`src/rtl/riscv_pkg.sv`:
```
// Shared RISC-V definitions for the memory stage.
// Contents: major opcodes, load/store funct3 codes, memory-stage FSM state
// encoding and a helper that decides whether a load/store may be issued.
package riscv_pkg;

  localparam logic [6:0] OPC_LOAD   = 7'b0000011;
  localparam logic [6:0] OPC_STORE  = 7'b0100011;
  localparam logic [6:0] OPC_JAL    = 7'b1101111;
  localparam logic [6:0] OPC_JALR   = 7'b1100111;
  localparam logic [6:0] OPC_BRANCH = 7'b1100011;

  // funct3 codes shared by loads and stores (B/H/W), plus unsigned loads
  localparam logic [2:0] F3_B  = 3'b000;
  localparam logic [2:0] F3_H  = 3'b001;
  localparam logic [2:0] F3_W  = 3'b010;
  localparam logic [2:0] F3_BU = 3'b100;
  localparam logic [2:0] F3_HU = 3'b101;

  typedef enum logic {
    ST_IDLE = 1'b0,
    ST_WAIT = 1'b1
  } mem_state_t;

  // True when funct3 is legal for the access kind and the address is
  // naturally aligned for the access size.
  function automatic logic mem_op_ok(input logic       is_load,
                                     input logic [2:0] funct3,
                                     input logic [1:0] addr_lo);
    logic legal;
    logic aligned;
    if (is_load)
      legal = (funct3 == F3_B) || (funct3 == F3_H) || (funct3 == F3_W) ||
              (funct3 == F3_BU) || (funct3 == F3_HU);
    else
      legal = (funct3 == F3_B) || (funct3 == F3_H) || (funct3 == F3_W);
    // funct3[1:0] is the access size for every legal code
    case (funct3[1:0])
      2'b01:   aligned = ~addr_lo[0];
      2'b10:   aligned = (addr_lo == 2'b00);
      default: aligned = 1'b1;
    endcase
    return legal && aligned;
  endfunction

endpackage

```
`src/rtl/load_align.sv`:
```
// Load data formatter.
// Ports: rdata   - raw 32-bit word returned by data memory
//        addr_lo - byte offset of the access within the word
//        funct3  - load kind (LB/LH/LW/LBU/LHU)
//        result  - lane-selected, sign/zero-extended load value
module load_align
  import riscv_pkg::*;
(
  input  logic [31:0] rdata,
  input  logic [1:0]  addr_lo,
  input  logic [2:0]  funct3,
  output logic [31:0] result
);

  logic [7:0]  byte_sel;
  logic [15:0] half_sel;

  always_comb begin
    case (addr_lo)
      2'b00:   byte_sel = rdata[7:0];
      2'b01:   byte_sel = rdata[15:8];
      2'b10:   byte_sel = rdata[23:16];
      default: byte_sel = rdata[31:24];
    endcase
    half_sel = addr_lo[1] ? rdata[31:16] : rdata[15:0];

    case (funct3)
      F3_B:    result = {{24{byte_sel[7]}}, byte_sel};
      F3_BU:   result = {24'h0, byte_sel};
      F3_H:    result = {{16{half_sel[15]}}, half_sel};
      F3_HU:   result = {16'h0, half_sel};
      default: result = rdata;
    endcase
  end

endmodule

```
`src/rtl/mem_stage.sv`:
```
// RISC-V memory stage.
// Non-memory results pass to writeback with one cycle of latency. Aligned,
// legal loads/stores issue one data-memory request and stall upstream until
// acknowledged or until TIMEOUT_CYCLES wait cycles elapse without an ack.
// Ports:
//   clk, reset                     - clock, asynchronous active-high reset
//   valid_i, alu_i, pc_next_i,
//   data_i, wbaddr_i, instr_i      - EX-stage result bundle
//   stall_o                        - upstream must hold while high
//   dmem_req_o/we_o/addr_o/
//   wdata_o/be_o                   - data-memory request
//   dmem_rdata_i, dmem_ack_i       - data-memory response
//   wb_en_o, wbaddr_o, wbdata_o,
//   instr_o                        - registered writeback bundle
//   err_o                          - one-cycle error pulse
module mem_stage
  import riscv_pkg::*;
#(
  parameter int TIMEOUT_CYCLES = 16
) (
  input  logic        clk,
  input  logic        reset,
  input  logic        valid_i,
  input  logic [31:0] alu_i,
  input  logic [31:0] pc_next_i,
  input  logic [31:0] data_i,
  input  logic [4:0]  wbaddr_i,
  input  logic [31:0] instr_i,
  output logic        stall_o,
  output logic        dmem_req_o,
  output logic        dmem_we_o,
  output logic [31:0] dmem_addr_o,
  output logic [31:0] dmem_wdata_o,
  output logic [3:0]  dmem_be_o,
  input  logic [31:0] dmem_rdata_i,
  input  logic        dmem_ack_i,
  output logic        wb_en_o,
  output logic [4:0]  wbaddr_o,
  output logic [31:0] wbdata_o,
  output logic [31:0] instr_o,
  output logic        err_o
);

  localparam logic [8:0] TMO_LIMIT = 9'(TIMEOUT_CYCLES);

  mem_state_t  state, state_nxt;

  logic [6:0]  opcode;
  logic [2:0]  funct3;
  logic        is_load, is_store, is_mem, is_link, op_ok;
  logic        start_mem, ack_done, timeout_hit;
  logic [8:0]  cnt_inc;
  logic [3:0]  st_be;
  logic [31:0] st_wdata;
  logic [31:0] ld_data;

  // Transaction context captured on WAIT entry
  logic [7:0]  tmo_cnt;
  logic [2:0]  funct3_q;
  logic [4:0]  rd_q;
  logic [31:0] instr_q;
  logic [1:0]  addr_lo_q;
  logic        is_load_q;

  // ---- Decode of the incoming EX bundle ----
  assign opcode    = instr_i[6:0];
  assign funct3    = instr_i[14:12];
  assign is_load   = (opcode == OPC_LOAD);
  assign is_store  = (opcode == OPC_STORE);
  assign is_mem    = is_load || is_store;
  assign is_link   = (opcode == OPC_JAL) || (opcode == OPC_JALR);
  assign op_ok     = mem_op_ok(is_load, funct3, alu_i[1:0]);
  assign start_mem = (state == ST_IDLE) && valid_i && is_mem && op_ok;

  // Timeout fires on the wait cycle that would bring the count to the limit;
  // an ack in that same cycle takes priority.
  assign cnt_inc     = {1'b0, tmo_cnt} + 9'd1;
  assign ack_done    = (state == ST_WAIT) && dmem_ack_i;
  assign timeout_hit = (state == ST_WAIT) && !dmem_ack_i && (cnt_inc >= TMO_LIMIT);

  // Store lane replication and byte enables
  always_comb begin
    case (funct3[1:0])
      2'b00: begin
        st_wdata = {4{data_i[7:0]}};
        st_be    = 4'b0001 << alu_i[1:0];
      end
      2'b01: begin
        st_wdata = {2{data_i[15:0]}};
        st_be    = alu_i[1] ? 4'b1100 : 4'b0011;
      end
      default: begin
        st_wdata = data_i;
        st_be    = 4'b1111;
      end
    endcase
  end

  load_align u_load_align (
    .rdata   (dmem_rdata_i),
    .addr_lo (addr_lo_q),
    .funct3  (funct3_q),
    .result  (ld_data)
  );

  // ---- FSM: state register ----
  always_ff @(posedge clk or posedge reset) begin
    if (reset) state <= ST_IDLE;
    else       state <= state_nxt;
  end

  // ---- FSM: next state ----
  always_comb begin
    state_nxt = state;
    case (state)
      ST_IDLE: if (start_mem) state_nxt = ST_WAIT;
      ST_WAIT: if (ack_done || timeout_hit) state_nxt = ST_IDLE;
      default: state_nxt = ST_IDLE;
    endcase
  end

  // ---- FSM: outputs (state only, no input path) ----
  always_comb begin
    stall_o = (state == ST_WAIT);
  end

  // ---- Registered request, writeback and error outputs ----
  always_ff @(posedge clk or posedge reset) begin
    if (reset) begin
      dmem_req_o   <= 1'b0;
      dmem_we_o    <= 1'b0;
      dmem_addr_o  <= 32'h0;
      dmem_wdata_o <= 32'h0;
      dmem_be_o    <= 4'h0;
      wb_en_o      <= 1'b0;
      wbaddr_o     <= 5'h0;
      wbdata_o     <= 32'h0;
      instr_o      <= 32'h0;
      err_o        <= 1'b0;
      tmo_cnt      <= 8'h0;
      funct3_q     <= 3'h0;
      rd_q         <= 5'h0;
      instr_q      <= 32'h0;
      addr_lo_q    <= 2'h0;
      is_load_q    <= 1'b0;
    end else begin
      wb_en_o <= 1'b0;
      err_o   <= 1'b0;
      case (state)
        ST_IDLE: begin
          if (valid_i) begin
            if (is_mem) begin
              if (op_ok) begin
                dmem_req_o   <= 1'b1;
                dmem_we_o    <= is_store;
                dmem_addr_o  <= {alu_i[31:2], 2'b00};
                dmem_wdata_o <= is_store ? st_wdata : 32'h0;
                dmem_be_o    <= is_store ? st_be : 4'h0;
                tmo_cnt      <= 8'h0;
                funct3_q     <= funct3;
                rd_q         <= wbaddr_i;
                instr_q      <= instr_i;
                addr_lo_q    <= alu_i[1:0];
                is_load_q    <= is_load;
              end else begin
                err_o <= 1'b1;
              end
            end else begin
              wbdata_o <= is_link ? pc_next_i : alu_i;
              wbaddr_o <= wbaddr_i;
              instr_o  <= instr_i;
              wb_en_o  <= (wbaddr_i != 5'd0) && (opcode != OPC_BRANCH);
            end
          end
        end
        ST_WAIT: begin
          if (dmem_ack_i) begin
            dmem_req_o <= 1'b0;
            wbaddr_o   <= rd_q;
            instr_o    <= instr_q;
            if (is_load_q) wbdata_o <= ld_data;
            wb_en_o    <= is_load_q && (rd_q != 5'd0);
          end else if (timeout_hit) begin
            dmem_req_o <= 1'b0;
            err_o      <= 1'b1;
          end else begin
            tmo_cnt <= tmo_cnt + 8'd1;
          end
        end
        default: ;
      endcase
    end
  end

endmodule

```
`config.mk`:
```
export PLATFORM = sky130hd
export DESIGN_NAME = mem_stage
export DESIGN_NICKNAME = d
export VERILOG_FILES = /design/src/rtl/riscv_pkg.sv /design/src/rtl/load_align.sv /design/src/rtl/mem_stage.sv
export SDC_FILE = /design/constraint.sdc
export NUM_CORES = 1
export LEC_CHECK = 0
export ABC_AREA = 0
export CORE_AREA = 2 2 126 251
export CTS_BUF_LIST = sky130_fd_sc_hd__clkbuf_16
export DETAILED_ROUTE_END_ITERATION = 6
export DIE_AREA = 0 0 128 253
export GPL_TIMING_DRIVEN = 0
export PLACE_DENSITY = 0.52
export SLEW_MARGIN = 10
export SYNTH_ARGS = -nofsm -noshare
export SYNTH_HDL_FRONTEND = slang
export SYNTH_SLANG_ARGS = --single-unit
```
`constraint.sdc`:
```
create_clock -name clk -period 9.9 [get_ports clk]
set_input_delay 1.98 -clock clk [delete_from_list [all_inputs] [get_ports clk]]
set_output_delay 1.98 -clock clk [all_outputs]
set_load 0.01 [all_outputs]
```
### Word-level counts from Yosys, hierarchy flattened

Index checks and enable logic that the tools add are counted.

| cells by class | value |
|---|---|
| $lt $le $gt $ge | 1 |
| bitwise gates (word level) | 2 |
| $add $sub $neg | 2 |
| reduce and logical (&&, ||, !) cells | 29 |
| muxes and demuxes | 49 |
| eq/ne operators | 25 |
| shift-type cells | 1 |

Operators with widths:

| kind | count |
|---|---|
| $mux W32 | 9 |
| $pmux W32 S2 | 3 |
| $pmux W32 S4 | 1 |
| $mux W8 | 5 |
| $pmux W8 S3 | 1 |
| $mux W1 | 16 |
| $mux W16 | 1 |
| $pmux W8 S2 | 1 |
| $mux W5 | 3 |
| $eq A7 B7 Y1 const B | 2 |
| $ne A2 B2 Y1 const B | 7 |
| $eq A3 B3 Y1 const B | 4 |
| $reduce_and A4 Y1 | 3 |
| $pmux W1 S2 | 5 |
| $pmux W5 S2 | 1 |
| $reduce_bool A5 Y1 | 2 |
| $add A8 B1 Y9 const B | 1 |
| $ge A9 B5 Y1 const B | 1 |
| $logic_and A1 B1 Y1 | 9 |
| $add A8 B1 Y8 const B | 1 |
| $mux W4 | 2 |
| $pmux W4 S2 | 1 |
| $eq A7 B2 Y1 const B | 1 |
| $eq A7 B6 Y1 const B | 1 |
| other kinds (15) | 28 |

| storage, ports and cells | value |
|---|---|
| input port bits | 169 |
| output and inout port bits | 142 |
| flip-flop bits (word level) | 191 |
| word-level logic and storage cells | 126 |

### Depth between registers and ports, before layout

| logic depth | value |
|---|---|
| depth in word-level cells | 11 |
| depth in mapped cells | 12 |
| gate-level depth less buffers | 8 |

### Modules after synthesis

A second synthesis with hierarchy kept.

| second synthesis, totals | value |
|---|---|
| cell total of the unflattened synthesis | 1008 |
| area, all modules | 9585.4 um^2 |

By module, submodules not included:

| module | cells each | seq. area each (um^2) | times used | area an instance (um^2) |
|---|---|---|---|---|
| mem_stage | 875 | 4704.5 | 1 | 8615.8 |
| load_align | 133 | 0.0 | 1 | 969.7 |

### Least setup slack after synthesis

No wires, ideal clock.

| timing | value |
|---|---|
| path kind | input port to flip-flop |
| start point | input instr_i[13] |
| end point | register dmem_be_o[1] |
| cell stages on the path | 12 |
| slack | 6.089 ns |
| buffers on the path | 5 |
| arrival | 3.694 ns |
| data required time | 9.783 ns |
| library setup time | 0.117 ns |
| cells stage by stage | inv_1 ha_1 buf_2 or2_1 buf_2 a21oi_2 a2111o_1 buf_2 buf_2 buf_2 nand2_1 nand2_1 |

| between the ends | value |
|---|---|
| cells in the longest elaborated chain, start to end | 8 |
| elaborated cells on any way between the ends | 18 |
| classes of those cells | 6 x eq/ne; 4 x mux; 8 x reduce/logical |

Ends and longest elaborated chain:

| what | RTL line | RTL |
|---|---|---|
| from (decl) | mem_stage.sv:28 | `input logic [31:0] instr_i,` |
| $eq A3 B1 Y1 or $logic_not A3 Y1 (tied branches) | riscv_pkg.sv:32, riscv_pkg.sv:35 |  |
| $logic_or A1 B1 Y1 (2 in series) | riscv_pkg.sv:32, riscv_pkg.sv:35 |  |
| $logic_or A1 B1 Y1 | riscv_pkg.sv:32 | `legal = (funct3 == F3_B) \|\| (funct3 == F3_H) \|\| (funct3 == F3_W) \|\|` |
| $logic_or A1 B1 Y1 | riscv_pkg.sv:33 | `(funct3 == F3_BU) \|\| (funct3 == F3_HU);` |
| $mux W1 | riscv_pkg.sv:31 | `if (is_load)` |
| $logic_and A1 B1 Y1 | riscv_pkg.sv:42 | `return legal && aligned;` |
| $reduce_and A4 Y1 (no line) | n/a |  |
| to (signal assigned) | mem_stage.sv:158 | `dmem_be_o <= is_store ? st_be : 4'h0;` |
| to (decl) | mem_stage.sv:34 | `output logic [3:0] dmem_be_o,` |

Parallel ways exist; a longest one is shown, timed or not.
A chain may end at the register's enable or synchronous reset.

### Worst setup path after layout

| timing | value |
|---|---|
| start point | input instr_i[13] |
| end point | register instr_q[5] |

| between the ends | value |
|---|---|
| cells in the longest elaborated chain, start to end | 8 |
| elaborated cells on any way between the ends | 15 |
| classes of those cells | 6 x eq/ne; 2 x mux; 7 x reduce/logical |

Ends and longest elaborated chain:

| what | RTL line | RTL |
|---|---|---|
| $eq A3 B1 Y1 or $logic_not A3 Y1 (tied branches) | riscv_pkg.sv:32, riscv_pkg.sv:35 |  |
| $logic_or A1 B1 Y1 (2 in series) | riscv_pkg.sv:32, riscv_pkg.sv:35 |  |
| $logic_or A1 B1 Y1 | riscv_pkg.sv:32 |  |
| $logic_or A1 B1 Y1 | riscv_pkg.sv:33 |  |
| $mux W1 | riscv_pkg.sv:31 |  |
| $logic_and A1 B1 Y1 * | riscv_pkg.sv:42 |  |
| $reduce_and A4 Y1 (no line) * | n/a |  |
| to (signal assigned) | mem_stage.sv:162 | `instr_q <= instr_i;` |
| to (decl) | mem_stage.sv:61 | `logic [31:0] instr_q;` |

Mark *: on every way between the ends. The rest lies on a longest branch, timed or not.

==> metrics.md <==
| Metric | Value |
|---|---|
| Status | finished clean |
| Pre-CTS setup slack | 4.33 ns |
| Fraction of layout cells with a size suffix above 1 | 0.0609 |
| DR vias | 8429 |
| VDD IR max | 0.112 mV |
| DRC Markers | 0 |
| Pin count of the biggest net entering global routing | 70 |
| LEAKAGE | 5.76 nW |
| Clock Sinks | 188 |
| Worst EP required | 10.29 ns |
| CTS buffer count | 17 |
| Cell Pwr Density | 144 mW/mm2 |
| DRT antenna net count | 0 |
| Fin. Hold Viols | 0 |
| Core area | 0.0305 mm2 |
| Fillers | 2984 |
| Vias in the first global route | 8720 |
| Final min period | 5.08 ns |
| TritonRoute pass-1 iters | 5 |
| CP endpoint kind | flop |
| Crit path cell chain | clkdlybuf4s50_1, inv_1, ha_1, buf_2, or2_1, buf_2, a21oi_2, a2111oi_4, clkbuf_1, nand2_1, nand2_1 |
| Post-CTS sizing | 0 |
| Commonest non-fill, non-tap cell in the layout | nand2_1 |
| Main synth FF type | dfrtp_1 |
| I/O Pins | 311 |
| Post-DP HPWL | 26400 um |
| Hold WC Path Type | flop to flop |
| Unrepaired setup endpoints after global routing | false |
| Fin area | 0.0133 mm2 |
| Initial drt markers | 368 |
| Die ar. | 0.0324 mm2 |
| Compound-Gate Fraction of Synth Area | 0.147 |
| DR WL/cell | 19.9 um |
| Total Neg Setup Slack | 0 ns |
| Actual slew at the worst max-slew pin | 0.864 ns |
| Antenna violations before repair | 0 |
| Adder-Cell Fraction of Synth Area | 0.00554 |
| Ys Warns | 0 |
| IO Port Bufs | 307 |
| Crit-path max FO | 10 |
| Mapped Cells | 990 |
| Hold Startpoint | instr_q[21] |
| Synth Area in XOR/XNOR | 0 |
| Power, Total | 1.91 mW |
| CP Data Arrival Time | 5.47 ns |
| Largest family of logic cells by synthesized area | simple AND/OR/NAND/NOR gates |
| CTS tree | done |
| Initial Utilization | 0.296 |
| CTS clock-pin slew for the worst setup and hold paths | 0.07 ns |
| Worst path max stage delay | 0.81 ns |
| Placed cell areas | 0.0126 mm2 |
| Area Growth Syn to Fin | 46.6% |
| RR Startpoint | stall_o |
| Layout Nets | 1492 |
| Mux cell area share after synthesis | 0.0925 |
| Fin crit share | 0.513 |
| Cell Area, Synth | 0.00904 mm2 |
| H-tree levels | 4 |
| Post-layout util | 0.434 |
| Max-cap check violation count | 0 |
| Chip height | 253 um |
| Startpoint Class | input pin |
| Max Slew Vio Count | 0 |
| Relative slew slack | 0.424 |
| Syn Area/Cell | 9.13 um2 |
| Placed cells | 1672 |
| Cts hold-fix bufs | 0 |
| Most frequent cells in the layout | nand2_1, clkdlybuf4s50_1, dfrtp_1, o21ai_0, mux2i_1 |
| # rows | 91 |
| Worst-case clock skew | 0.00753 ns |
| Drt via density | 4.95 |
| Clock root buffer master | clkbuf_16 |
| Share of synthesized flip-flops with an asynchronous set or reset | 1.00 |
| Post-Synth Simple-Gate Area | 0.194 |
| Worst Slack Setup Final | 4.82 ns |
| Total GRT Usage | 0.211 |
| # Post-CTS Setup Buffers | 0 |
| Count of different cell masters after synthesis | 56 |
| Longest Clk Path Bufs | 2 |
| Antenna diodes | 0 |
| Total wire length | 33900 um |
| Register area share after synthesis | 0.520 |
| Synth Register Bits | 188 |
| CP Class | input pin to flop |
| GPL Wtd Cong | 0.841 |
| Hold Slack | 0.468 ns |
| Post-synth EDFFs | 0 |
| Final Non-Filler Cells | 1703 |
| Setup crit start | instr_i[13] |
| Slowest-stage cell, CP | a2111oi_4 |
| Max frequency | 197 MHz |
| Die Span X | 128 um |
| # setup viols final | 0 |
| Overflow after GRT | 0 |
| First-pass GRT wire length | 52000 um |
| Worst-skew pair later-pin latency | 0.46 ns |
==> kinds of logic after synthesis <==
family | Yosys count
and+or+nand+nor | 425
AOI/OAI and AO/OA | 205
DFF | 188
buffers and inverters | 86
muxes | 81
adders and majority gates | 4
other | 1
==> final timing paths <==
check                                   to  slack, ns  cells after the start
setup / recovery                instr_q[5]       4.82                     11
hold / removal                 instr_q[21]       0.47                      2
setup reg to reg                instr_q[5]       7.19                      7
hold reg to reg                instr_q[21]       0.47                      2
max in group asynchronous      instr_q[10]       6.90                      4
min in group asynchronous  dmem_addr_o[10]       1.95                      2
==> worst max-delay path: cells and delay by family <==
family / cells / cell delay, ns
buffers and inverters: 5 / 2.00
AOI/OAI and AO/OA: 2 / 0.88
and+or+nand+nor: 3 / 0.38
adders and majority gates: 1 / 0.23
==> area by class of cell <==
type                    instances  area, um2  area share
flip-flops and latches        188       4700       0.355
plain buffers                  66        290      0.0219
well taps                     372        465      0.0351
clock buffers                  17        425      0.0321
clock inverters                14        180      0.0136
multi-input cells             717       3970       0.300
repair buffers                309       3130       0.236
inverters                      20       82.6     0.00623
==> Yosys cell counts, types with 4 or more instances <==
master	n	share of area
o21a_1	23	0.019
a211o_1	7	0.0068
a221oi_1	7	0.0068
mux2_2	20	0.025
nand2_1	334	0.14
nand2b_1	6	0.0042
and2_1	10	0.0069
ha_1	4	0.0055
nand3_1	29	0.016
nor3_1	7	0.0039
inv_1	19	0.0079
o2bb2ai_1	5	0.0048
nor2b_1	6	0.0042
nor2_1	19	0.0079
o2111ai_1	16	0.016
buf_2	19	0.011
mux2i_1	61	0.068
a22oi_1	8	0.0066
o21ai_0	97	0.054
dfrtp_1	188	0.52
a21oi_1	21	0.012
clkbuf_1	42	0.017
==> routing by layer <==
layer	vias to the layer above	share of wire	GRT usage	wire length (um)
met5	-	0	0	0
met1	4049	0.43	0.262	14400
li1	4003	-	-	-
met3	49	0.068	0.0573	2310
met4	0	0.026	0.0747	884
met2	328	0.48	0.352	16300
==> report_power, final <==
group	total (mW)	switching, mW	leakage, nW	internal [mW]
clock network	0.728	0.310	0.292	0.417
logic	0.333	0.156	3.02	0.177
registers	0.849	0.0320	2.45	0.817
==> sequential cells by signal, summed over array words and instances (netlist names), 2 cells and up <==
signal / cells
dmem_addr_o: 30
tmo_cnt: 8
wbdata_o: 32
dmem_be_o: 4
addr_lo_q: 2
wbaddr_o: 5
dmem_wdata_o: 32
funct3_q: 2
instr_o: 32
rd_q: 5
instr_q: 30
(Power assumes the default switching activity.)
